[src/rtl/ccr_flag_unit_if.sv]
`default_nettype none
// ccr_flag_unit_if: pipeline-side bundle of the condition-code register stage.
// Rev 1.0
interface ccr_flag_unit_if #(
  parameter int FLAG_W = 4
);
  logic              stall;
  logic              flush;
  logic [FLAG_W-1:0] alu_flags;
  logic              flags_we;
  logic [FLAG_W-1:0] flags_wmask;
  logic              jmp_req;
  logic [1:0]        jmp_cond;
  logic              jmp_taken;
  logic              int_save;
  logic              rti_restore;
  logic [FLAG_W-1:0] flags_q;
  logic              stack_empty;
  logic              stack_full;
  logic              proto_err;

  modport master (
    output stall, flush, alu_flags, flags_we, flags_wmask, jmp_req, jmp_cond,
           int_save, rti_restore,
    input  jmp_taken, flags_q, stack_empty, stack_full, proto_err
  );

  modport slave (
    input  stall, flush, alu_flags, flags_we, flags_wmask, jmp_req, jmp_cond,
           int_save, rti_restore,
    output jmp_taken, flags_q, stack_empty, stack_full, proto_err
  );
endinterface
`default_nettype wire

[src/rtl/ccr_flag_unit.sv]
`default_nettype none
// ccr_flag_unit: CCR with jump evaluation/clear and an interrupt flag shadow stack.
// Option CCR_FLAG_BYPASS_EN: jumps see forwarded ALU flags. Rev 1.0
module ccr_flag_unit #(
  parameter int STACK_DEPTH = 2,
  parameter int FLAG_W      = 4
) (
  input  wire logic      clk,
  input  wire logic      rst,
  ccr_flag_unit_if.slave bus
);
  localparam int            PW      = $clog2(STACK_DEPTH + 1);
  localparam logic [PW-1:0] c_depth = PW'(STACK_DEPTH);
  localparam logic [PW-1:0] c_one   = PW'(1);

  logic [FLAG_W-1:0] flags_q, flags_d;
  logic [PW-1:0]     ptr_q, ptr_d;
  logic              err_q, err_d;
  logic [FLAG_W-1:0] stack_q [STACK_DEPTH];

  logic              empty, full, push, wr_en, jmp_taken;
  logic [FLAG_W-1:0] wr_mask, merged, clr_mask, top;
  logic [2:0]        jmp_src;

  assign empty   = (ptr_q == '0);
  assign full    = (ptr_q == c_depth);
  assign wr_en   = bus.flags_we & ~bus.flush;
  assign wr_mask = wr_en ? bus.flags_wmask : '0;
  assign merged  = (bus.alu_flags & wr_mask) | (flags_q & ~wr_mask);

`ifdef CCR_FLAG_BYPASS_EN
  assign jmp_src = merged[2:0];
`else
  assign jmp_src = flags_q[2:0];
`endif

  always_comb begin
    case (bus.jmp_cond)
      2'b01:   jmp_taken = bus.jmp_req & jmp_src[0];
      2'b10:   jmp_taken = bus.jmp_req & jmp_src[1];
      2'b11:   jmp_taken = bus.jmp_req & jmp_src[2];
      default: jmp_taken = bus.jmp_req;
    endcase
  end

  // A taken conditional jump clears the flag it tested; unconditional clears nothing.
  always_comb begin
    clr_mask = '0;
    if (jmp_taken && !bus.flush) begin
      case (bus.jmp_cond)
        2'b01:   clr_mask[0] = 1'b1;
        2'b10:   clr_mask[1] = 1'b1;
        2'b11:   clr_mask[2] = 1'b1;
        default: clr_mask    = '0;
      endcase
    end
  end

  always_comb begin
    top = '0;
    for (int i = 0; i < STACK_DEPTH; i++) begin
      if (ptr_q == PW'(i + 1)) top = stack_q[i];
    end
  end

  always_comb begin
    flags_d = flags_q;
    ptr_d   = ptr_q;
    err_d   = err_q;
    push    = 1'b0;
    if (bus.rti_restore) begin
      if (bus.int_save || empty) err_d = 1'b1;
      if (!empty) begin
        flags_d = top;
        ptr_d   = ptr_q - c_one;
      end
    end else begin
      if (bus.int_save) begin
        if (full) begin
          err_d = 1'b1;
        end else begin
          push  = 1'b1;
          ptr_d = ptr_q + c_one;
        end
      end
      flags_d = merged & ~clr_mask;
    end
  end

  always_ff @(posedge clk or posedge rst) begin
    if (rst) begin
      flags_q <= '0;
      ptr_q   <= '0;
      err_q   <= 1'b0;
    end else if (!bus.stall) begin
      flags_q <= flags_d;
      ptr_q   <= ptr_d;
      err_q   <= err_d;
    end
  end

  // Save captures the pre-update CCR, so the same-cycle write lands only in flags_q.
  always_ff @(posedge clk or posedge rst) begin
    if (rst) begin
      for (int i = 0; i < STACK_DEPTH; i++) stack_q[i] <= '0;
    end else if (!bus.stall && push) begin
      for (int i = 0; i < STACK_DEPTH; i++) begin
        if (ptr_q == PW'(i)) stack_q[i] <= flags_q;
      end
    end
  end

  assign bus.jmp_taken   = jmp_taken;
  assign bus.flags_q     = flags_q;
  assign bus.stack_empty = empty;
  assign bus.stack_full  = full;
  assign bus.proto_err   = err_q;
endmodule
`default_nettype wire

[src/flat_wrapper.sv]
// flat-port wrapper written by rule: the top's interface ports become plain ports
module ccr_flag_unit_flat 
#(
  parameter int STACK_DEPTH = 2,
  parameter int FLAG_W      = 4
)
  (clk, rst, bus_stall, bus_flush, bus_alu_flags, bus_flags_we, bus_flags_wmask, bus_jmp_req, bus_jmp_cond, bus_int_save, bus_rti_restore, bus_jmp_taken, bus_flags_q, bus_stack_empty, bus_stack_full, bus_proto_err);
  ccr_flag_unit_if #(.FLAG_W(FLAG_W)) bus_i ();
  input  wire logic clk;
  input  wire logic rst;
  input wire logic [$bits(bus_i.stall)-1:0] bus_stall;
  input wire logic [$bits(bus_i.flush)-1:0] bus_flush;
  input wire logic [$bits(bus_i.alu_flags)-1:0] bus_alu_flags;
  input wire logic [$bits(bus_i.flags_we)-1:0] bus_flags_we;
  input wire logic [$bits(bus_i.flags_wmask)-1:0] bus_flags_wmask;
  input wire logic [$bits(bus_i.jmp_req)-1:0] bus_jmp_req;
  input wire logic [$bits(bus_i.jmp_cond)-1:0] bus_jmp_cond;
  input wire logic [$bits(bus_i.int_save)-1:0] bus_int_save;
  input wire logic [$bits(bus_i.rti_restore)-1:0] bus_rti_restore;
  output wire logic [$bits(bus_i.jmp_taken)-1:0] bus_jmp_taken;
  output wire logic [$bits(bus_i.flags_q)-1:0] bus_flags_q;
  output wire logic [$bits(bus_i.stack_empty)-1:0] bus_stack_empty;
  output wire logic [$bits(bus_i.stack_full)-1:0] bus_stack_full;
  output wire logic [$bits(bus_i.proto_err)-1:0] bus_proto_err;
  assign bus_i.stall = bus_stall;
  assign bus_i.flush = bus_flush;
  assign bus_i.alu_flags = bus_alu_flags;
  assign bus_i.flags_we = bus_flags_we;
  assign bus_i.flags_wmask = bus_flags_wmask;
  assign bus_i.jmp_req = bus_jmp_req;
  assign bus_i.jmp_cond = bus_jmp_cond;
  assign bus_i.int_save = bus_int_save;
  assign bus_i.rti_restore = bus_rti_restore;
  assign bus_jmp_taken = bus_i.jmp_taken;
  assign bus_flags_q = bus_i.flags_q;
  assign bus_stack_empty = bus_i.stack_empty;
  assign bus_stack_full = bus_i.stack_full;
  assign bus_proto_err = bus_i.proto_err;
  ccr_flag_unit #(.STACK_DEPTH(STACK_DEPTH), .FLAG_W(FLAG_W)) u_core (.clk(clk), .rst(rst), .bus(bus_i));
endmodule
[config.mk]
export PLATFORM = sky130hd
export DESIGN_NAME = ccr_flag_unit_flat
export DESIGN_NICKNAME = d
export VERILOG_FILES = /design/src/rtl/ccr_flag_unit_if.sv /design/src/rtl/ccr_flag_unit.sv /design/src/flat_wrapper.sv
export SDC_FILE = /design/constraint.sdc
export NUM_CORES = 1
export LEC_CHECK = 0
export CORE_MARGIN = 2
export CORE_UTILIZATION = 35
export CTS_BUF_LIST = sky130_fd_sc_hd__clkbuf_16
export CTS_CLUSTER_DIAMETER = 60
export DETAILED_ROUTE_END_ITERATION = 12
export SKIP_CTS_REPAIR_TIMING = 1
export SYNTH_ARGS = -nofsm -noshare
export SYNTH_HDL_FRONTEND = slang
export SYNTH_SLANG_ARGS = --single-unit
[constraint.sdc]
create_clock -name clk -period 1.75 [get_ports clk]
set_clock_uncertainty 0.15 [all_clocks]
set_input_delay 0.35 -clock clk [delete_from_list [all_inputs] [get_ports clk]]
set_output_delay 0.35 -clock clk [all_outputs]
set_load 0.005 [all_outputs]
-- Word level (Yosys, flattened, before mapping)
Cells that the tools add are included.
- word-level logic and storage cells: 61
- bits in registers: 15
- $add $sub $neg: 2
- muxes and demuxes: 21
- reductions and logical operators: 13
- eq/ne operators: 8
- bitwise gates (word level): 12
- operators by type and width (operator ; count):
    two-way mux 4 bit ; 5
    AND 4 bit ; 3
    two-way mux 1 bit ; 10
    two-way mux 2 bit ; 4
    AND reduction 4 bit ; 2
    == test 2 bit (second input constant) ; 3
    AND reduction 2 bit ; 3
    AND 1 bit ; 4
    == test 2 x 1 -> 1 bit (second input constant) ; 2
    inequality test 2 bit (second input constant) ; 2
    inverter 3 -> 4 bit ; 1
    inverter 4 bit ; 1
    OR 4 bit ; 1
    nonzero test 2 bit ; 2
    two-way mux 3 bit ; 1
    one-hot mux 1 bit (3 select lines) ; 1
    adder 2 x 1 -> 2 bit (second input constant) ; 1
    logical AND 1 bit ; 2
    zero test 1 bit ; 2
    zero test 2 bit ; 1
    inequality test 2 x 1 -> 1 bit (second input constant) ; 1
    inverter 1 bit ; 2
    subtractor 2 x 1 -> 2 bit (second input constant) ; 1
    logical OR 1 bit ; 1

-- Logic depth before layout (Yosys ltp)
- depth after elaboration: 8
- mapped depth: 7
- mapped depth without buffers: 6

-- Worst setup path after synthesis
No wires, ideal clock.
- path kind: register to register
- start: reg u_core.ptr_q[0]
- end: reg u_core.stack_q[4] (netlist name)
- period minus slack after synthesis: 1.712 ns
- setup slack: 0.038 ns
- path buffers: 1
- data arrival time: 1.438 ns
- cell stages (with the launch flop): 8
- cells stage by stage: dfrtp_1 > inv_1 > ha_1 > buf_6 > nand2b_4 > nor3_4 > nand2_1 > mux2_2
- longest elaborated chain between the ends: 6
- elaborated cells on any way between the ends: 7
- those cells by class: eq/ne (1); mux (3); reduce/logical (3)
- RTL lines (element ; line ; text):
    from (decl) ; ccr_flag_unit.sv:17 ; logic [PW-1:0] ptr_q, ptr_d;
    from (signal assigned) ; ccr_flag_unit.sv:97 ; ptr_q <= ptr_d;
    == test 2 bit ; ccr_flag_unit.sv:26 ; assign full = (ptr_q == c_depth);
    named net bus_stack_full ; flat_wrapper.sv:23 ; output wire logic [$bits(bus_i.stack_full)-1:0] bus_stack_full;
    two-way mux 1 bit ; ccr_flag_unit.sv:79 ; if (full) begin
    two-way mux 1 bit ; ccr_flag_unit.sv:78 ; if (bus.int_save) begin
    two-way mux 1 bit ; ccr_flag_unit.sv:71 ; if (bus.rti_restore) begin
    logical AND 1 bit ; ccr_flag_unit.sv:106 ; end else if (!bus.stall && push) begin
    AND reduction 2 bit (no source line) ; - ;
    to (signal, indexed assignment) ; ccr_flag_unit.sv:108 ; if (ptr_q == PW'(i)) stack_q[i] <= flags_q;
    to (decl) ; ccr_flag_unit.sv:19 ; logic [FLAG_W-1:0] stack_q [STACK_DEPTH];
The timed path passes the listed nets, and every way through them passes these cells.
A chain may end at the register's enable or synchronous reset.

-- Worst setup path after layout
- start: in bus_jmp_req
- end: out bus_jmp_taken
- longest elaborated chain between the ends: 2
- elaborated cells on any way between the ends: 4
- those cells by class: mux (1); bitwise (3)
- RTL lines (element ; line ; text):
    from (decl) ; flat_wrapper.sv:16 ; input wire logic [$bits(bus_i.jmp_req)-1:0] bus_jmp_req;
    AND 1 bit (on tied branches) ; ccr_flag_unit.sv:41, ccr_flag_unit.sv:39, ccr_flag_unit.sv:40 ;
    one-hot mux 1 bit (3 select lines) (*) ; ccr_flag_unit.sv:38 ; case (bus.jmp_cond)
    to (decl) ; flat_wrapper.sv:20 ; output wire logic [$bits(bus_i.jmp_taken)-1:0] bus_jmp_taken;
Every way passes the cells marked *; elsewhere a longest branch is shown, timed or not.

==> reports/metrics.csv <==
stage,metric,value,unit
clock_network,largest buffer count on any clock path,2,
final_layout,number of antenna diodes,0,
outcome,run status,completed,
sta,worst-case headroom to the max-slew limit,80.7,%
floorplan,starting density of the core,36.6,%
grt,wire length of the first global-routing pass,3390,um
job,Max Cap Violations,0,
clock_network,TritonCTS clock tree,done,
power,VDD IR-drop max,0.978,mV
yosys,synthesized flop and latch total,15,
routing,DRC marker count from the first detailed-route iteration,8,
clock_network,Clock Pin Slew Worst Setup and Hold Paths,0.05,ns
routing,total via count in the routed design,823,
floorplan,standard-cell row count,18,
yosys,post-synthesis cell type count,26,
sta,Sum Neg Setup Slack,0,ns
placed_design,half-perimeter wire length after detailed placement,1750,um
floorplan,floorplan core area,0.00245,mm2
grt,maximum number of pins on one net before global-route repair,16,
clock_network,H-tree level count,1,
routing,post-detailed-route wirelength per cell,14.2,um
floorplan,die outline area,0.00299,mm2
final_layout,number of cells in the finished layout apart from fillers,165,
final_layout,layout-stage area growth over the synthesis result,60.5,%
yosys,cell taking the most area after synthesis,dfrtp_1,
routing,number of search-and-repair iterations in the first detailed-routing pass,4,
sta,Max Clock Freq,0.592,GHz
grt,total congestion overflow after global routing,0,
power,total power per unit cell area,1320,mW/mm2
yosys,leading register cell type out of synthesis,dfrtp_1,
yosys,number of synthesized flops with an enable pin,0,
sta,Hold Slack,0.256,ns
routing,via density per instance,4.99,
clock_network,number of buffers created by CTS,3,
critical_path,Worst EP arrival,1.19,ns
floorplan,Die X,54.7,um
clock_network,count of clock tree sinks,15,
sta,Final Max Tran Viols,0,
final_layout,final-layout fill cell count,221,
placed_design,DP Worst Slack,-0.521,ns
critical_path,type of destination of the critical path,primary output,
critical_path,critical register-to-register path startpoint,u_core.ptr_q[1],
yosys,synthesized net count,110,
floorplan,top-level port count,26,
power,total leakage power,0.703,nW
grt,number of global-route vias before repair,752,
final_layout,highest-count cells in the layout ignoring fill and taps,"clkdlybuf4s50_1 (17), buf_4 (17), dfrtp_1 (15), nand2_1 (12), mux2_2 (11)",
sta,number of setup violations in the final report,0,
min_path,HP Class,input port to async pin,
critical_path,critical path required time,1.25,ns
yosys,sequential cell area fraction in the yosys report,41.7,%
sta,time the final worst path needs with I/O delays and setup,1.69,ns
clock_network,Root Driver,clkbuf_16,
routing,total wire length,2340,um
yosys,Syn Inst Count,89,
yosys,main area contributors after synthesis,"dfrtp_1 (42%), mux2_2 (14%), nand2_1 (5.0%), ha_1 (4.2%), o21ai_0 (3.3%)",
yosys,count of yosys warnings during synthesis,0,
final_layout,net total in the final layout,157,
sta,actual slew at the worst max-slew pin,0.289,ns
critical_path,flop-to-flop setup slack,0.10,ns
sta,final worst-path setup slack,0.0619,ns
grt,initial antenna violation count,0,
clock_network,clock insertion delay at the later pin of the skew report,0.25,ns
critical_path,depth of the worst register-to-register path,5,
critical_path,CP Class,input port to primary output,
placed_design,# placed instances,158,
yosys,area fraction of the dominant cell type after synthesis,41.7,%
critical_path,kind of launch point of the worst setup path,input port,
sta,post-route clock period utilization,96.5,%
yosys,mean instance size in the synthesized netlist,10.1,um2
critical_path,worst reg2reg path endpoint,u_core.stack_q[7],
floorplan,Die Height,54.7,um
critical_path,highest fanout seen on the critical path,2,
routing,DRC violations left,0,
yosys,post-synthesis async set-or-reset flop share,100,%
yosys,Post-Syn Area,900,um2
grt,total global routing track utilization,16.8,%
routing,remaining number of nets flagged by the antenna check after routing,0,
placed_design,Port Buffer Count,25,
sta,RSZ-0062 raised after global routing,false,
placed_design,routability-driven placement congestion ratio,0.710,
final_layout,proportion of layout cells with a drive suffix above 1,32.6,%
sta,hold violation count in the final report,0,
-- power by group --
group	leakage (nW)	switching [W]	total, W	internal [W]
Clock	0.0409	0.000151	0.000457	0.000306
Sequential	0.183	0.0000845	0.000568	0.000484
Combinational	0.480	0.000371	0.000878	0.000507
-- worst max-delay path, cell delays in order --
cell and delay (ns):
clkdlybuf4s50_1 0.48, o21ai_1 0.08, a31oi_1 0.14, buf_2 0.13
-- synthesized netlist by cell type, drive strengths merged, types with 2 or more instances --
master / instances
dfrtp: 15
nand2: 12
mux2: 11
nor2: 6
o21ai: 6
inv: 5
a31oi: 4
nand3b: 4
a21oi: 3
a22o: 3
ha: 3
nand2b: 3
o211ai: 3
buf: 2
-- worst max-delay path by stage --
stage	slack, ns	from	end
floorplan	0.04	u_core.ptr_q[0]	u_core.stack_q[4]
detailed placement	-0.52	bus_jmp_cond[0]	bus_jmp_taken
global route	0.001	u_core.ptr_q[0]	u_core.bus.proto_err
CTS	-0.52	bus_jmp_cond[0]	bus_jmp_taken
finish	0.06	bus_jmp_req	bus_jmp_taken
global placement	-0.43	bus_jmp_cond[0]	bus_jmp_taken
-- kinds of logic after synthesis --
logic type / share of synthesized area (%)
simple gates: 18.8
mux: 14.9
flops: 41.7
buf+inv: 3.89
fa+ha+maj: 4.17
xor+xnor: 0.974
compound gates: 15.6
-- layer usage --
| metal | track usage (%) | vias up | share of wire, % |
|---|---|---|---|
| met5 | 0 | - | 0 |
| met4 | 8.75 | 0 | 2.1 |
| met3 | 3.55 | 5 | 4.2 |
| met2 | 26.2 | 15 | 50 |
| met1 | 21.8 | 395 | 44 |
| li1 | - | 408 | - |
-- state kept, by name, indices dropped and copies added, names as in the netlist, named ones only --
register,cells
u_core.stack_q,8
u_core.bus.flags_q,3
u_core.ptr_q,2
u_core.bus.proto_err,1
-- layout make-up --
type	count	area, um2	area share (%)
Multi-Input combinational cell	67	519	36.0
Sequential cell	15	375	26.0
Tap cell	30	37.5	2.60
Clock buffer	3	75.1	5.20
Clock inverter	1	5.00	0.347
Timing Repair Buffer	44	413	28.6
Inverter	5	18.8	1.30
-- through the flow --
stage	area [um2]	power (W)	utilization, %
2_1_floorplan	900	0.00102	-
3_3_place_gp	1290	0.00135	52.6
3_5_place_dp	1290	0.00138	52.6
4_1_cts	1370	0.00184	55.9
5_1_grt	1440	0.00202	58.8
6_report	1440	0.00190	58.8
No activity file was read; power rests on OpenSTA's default activity.
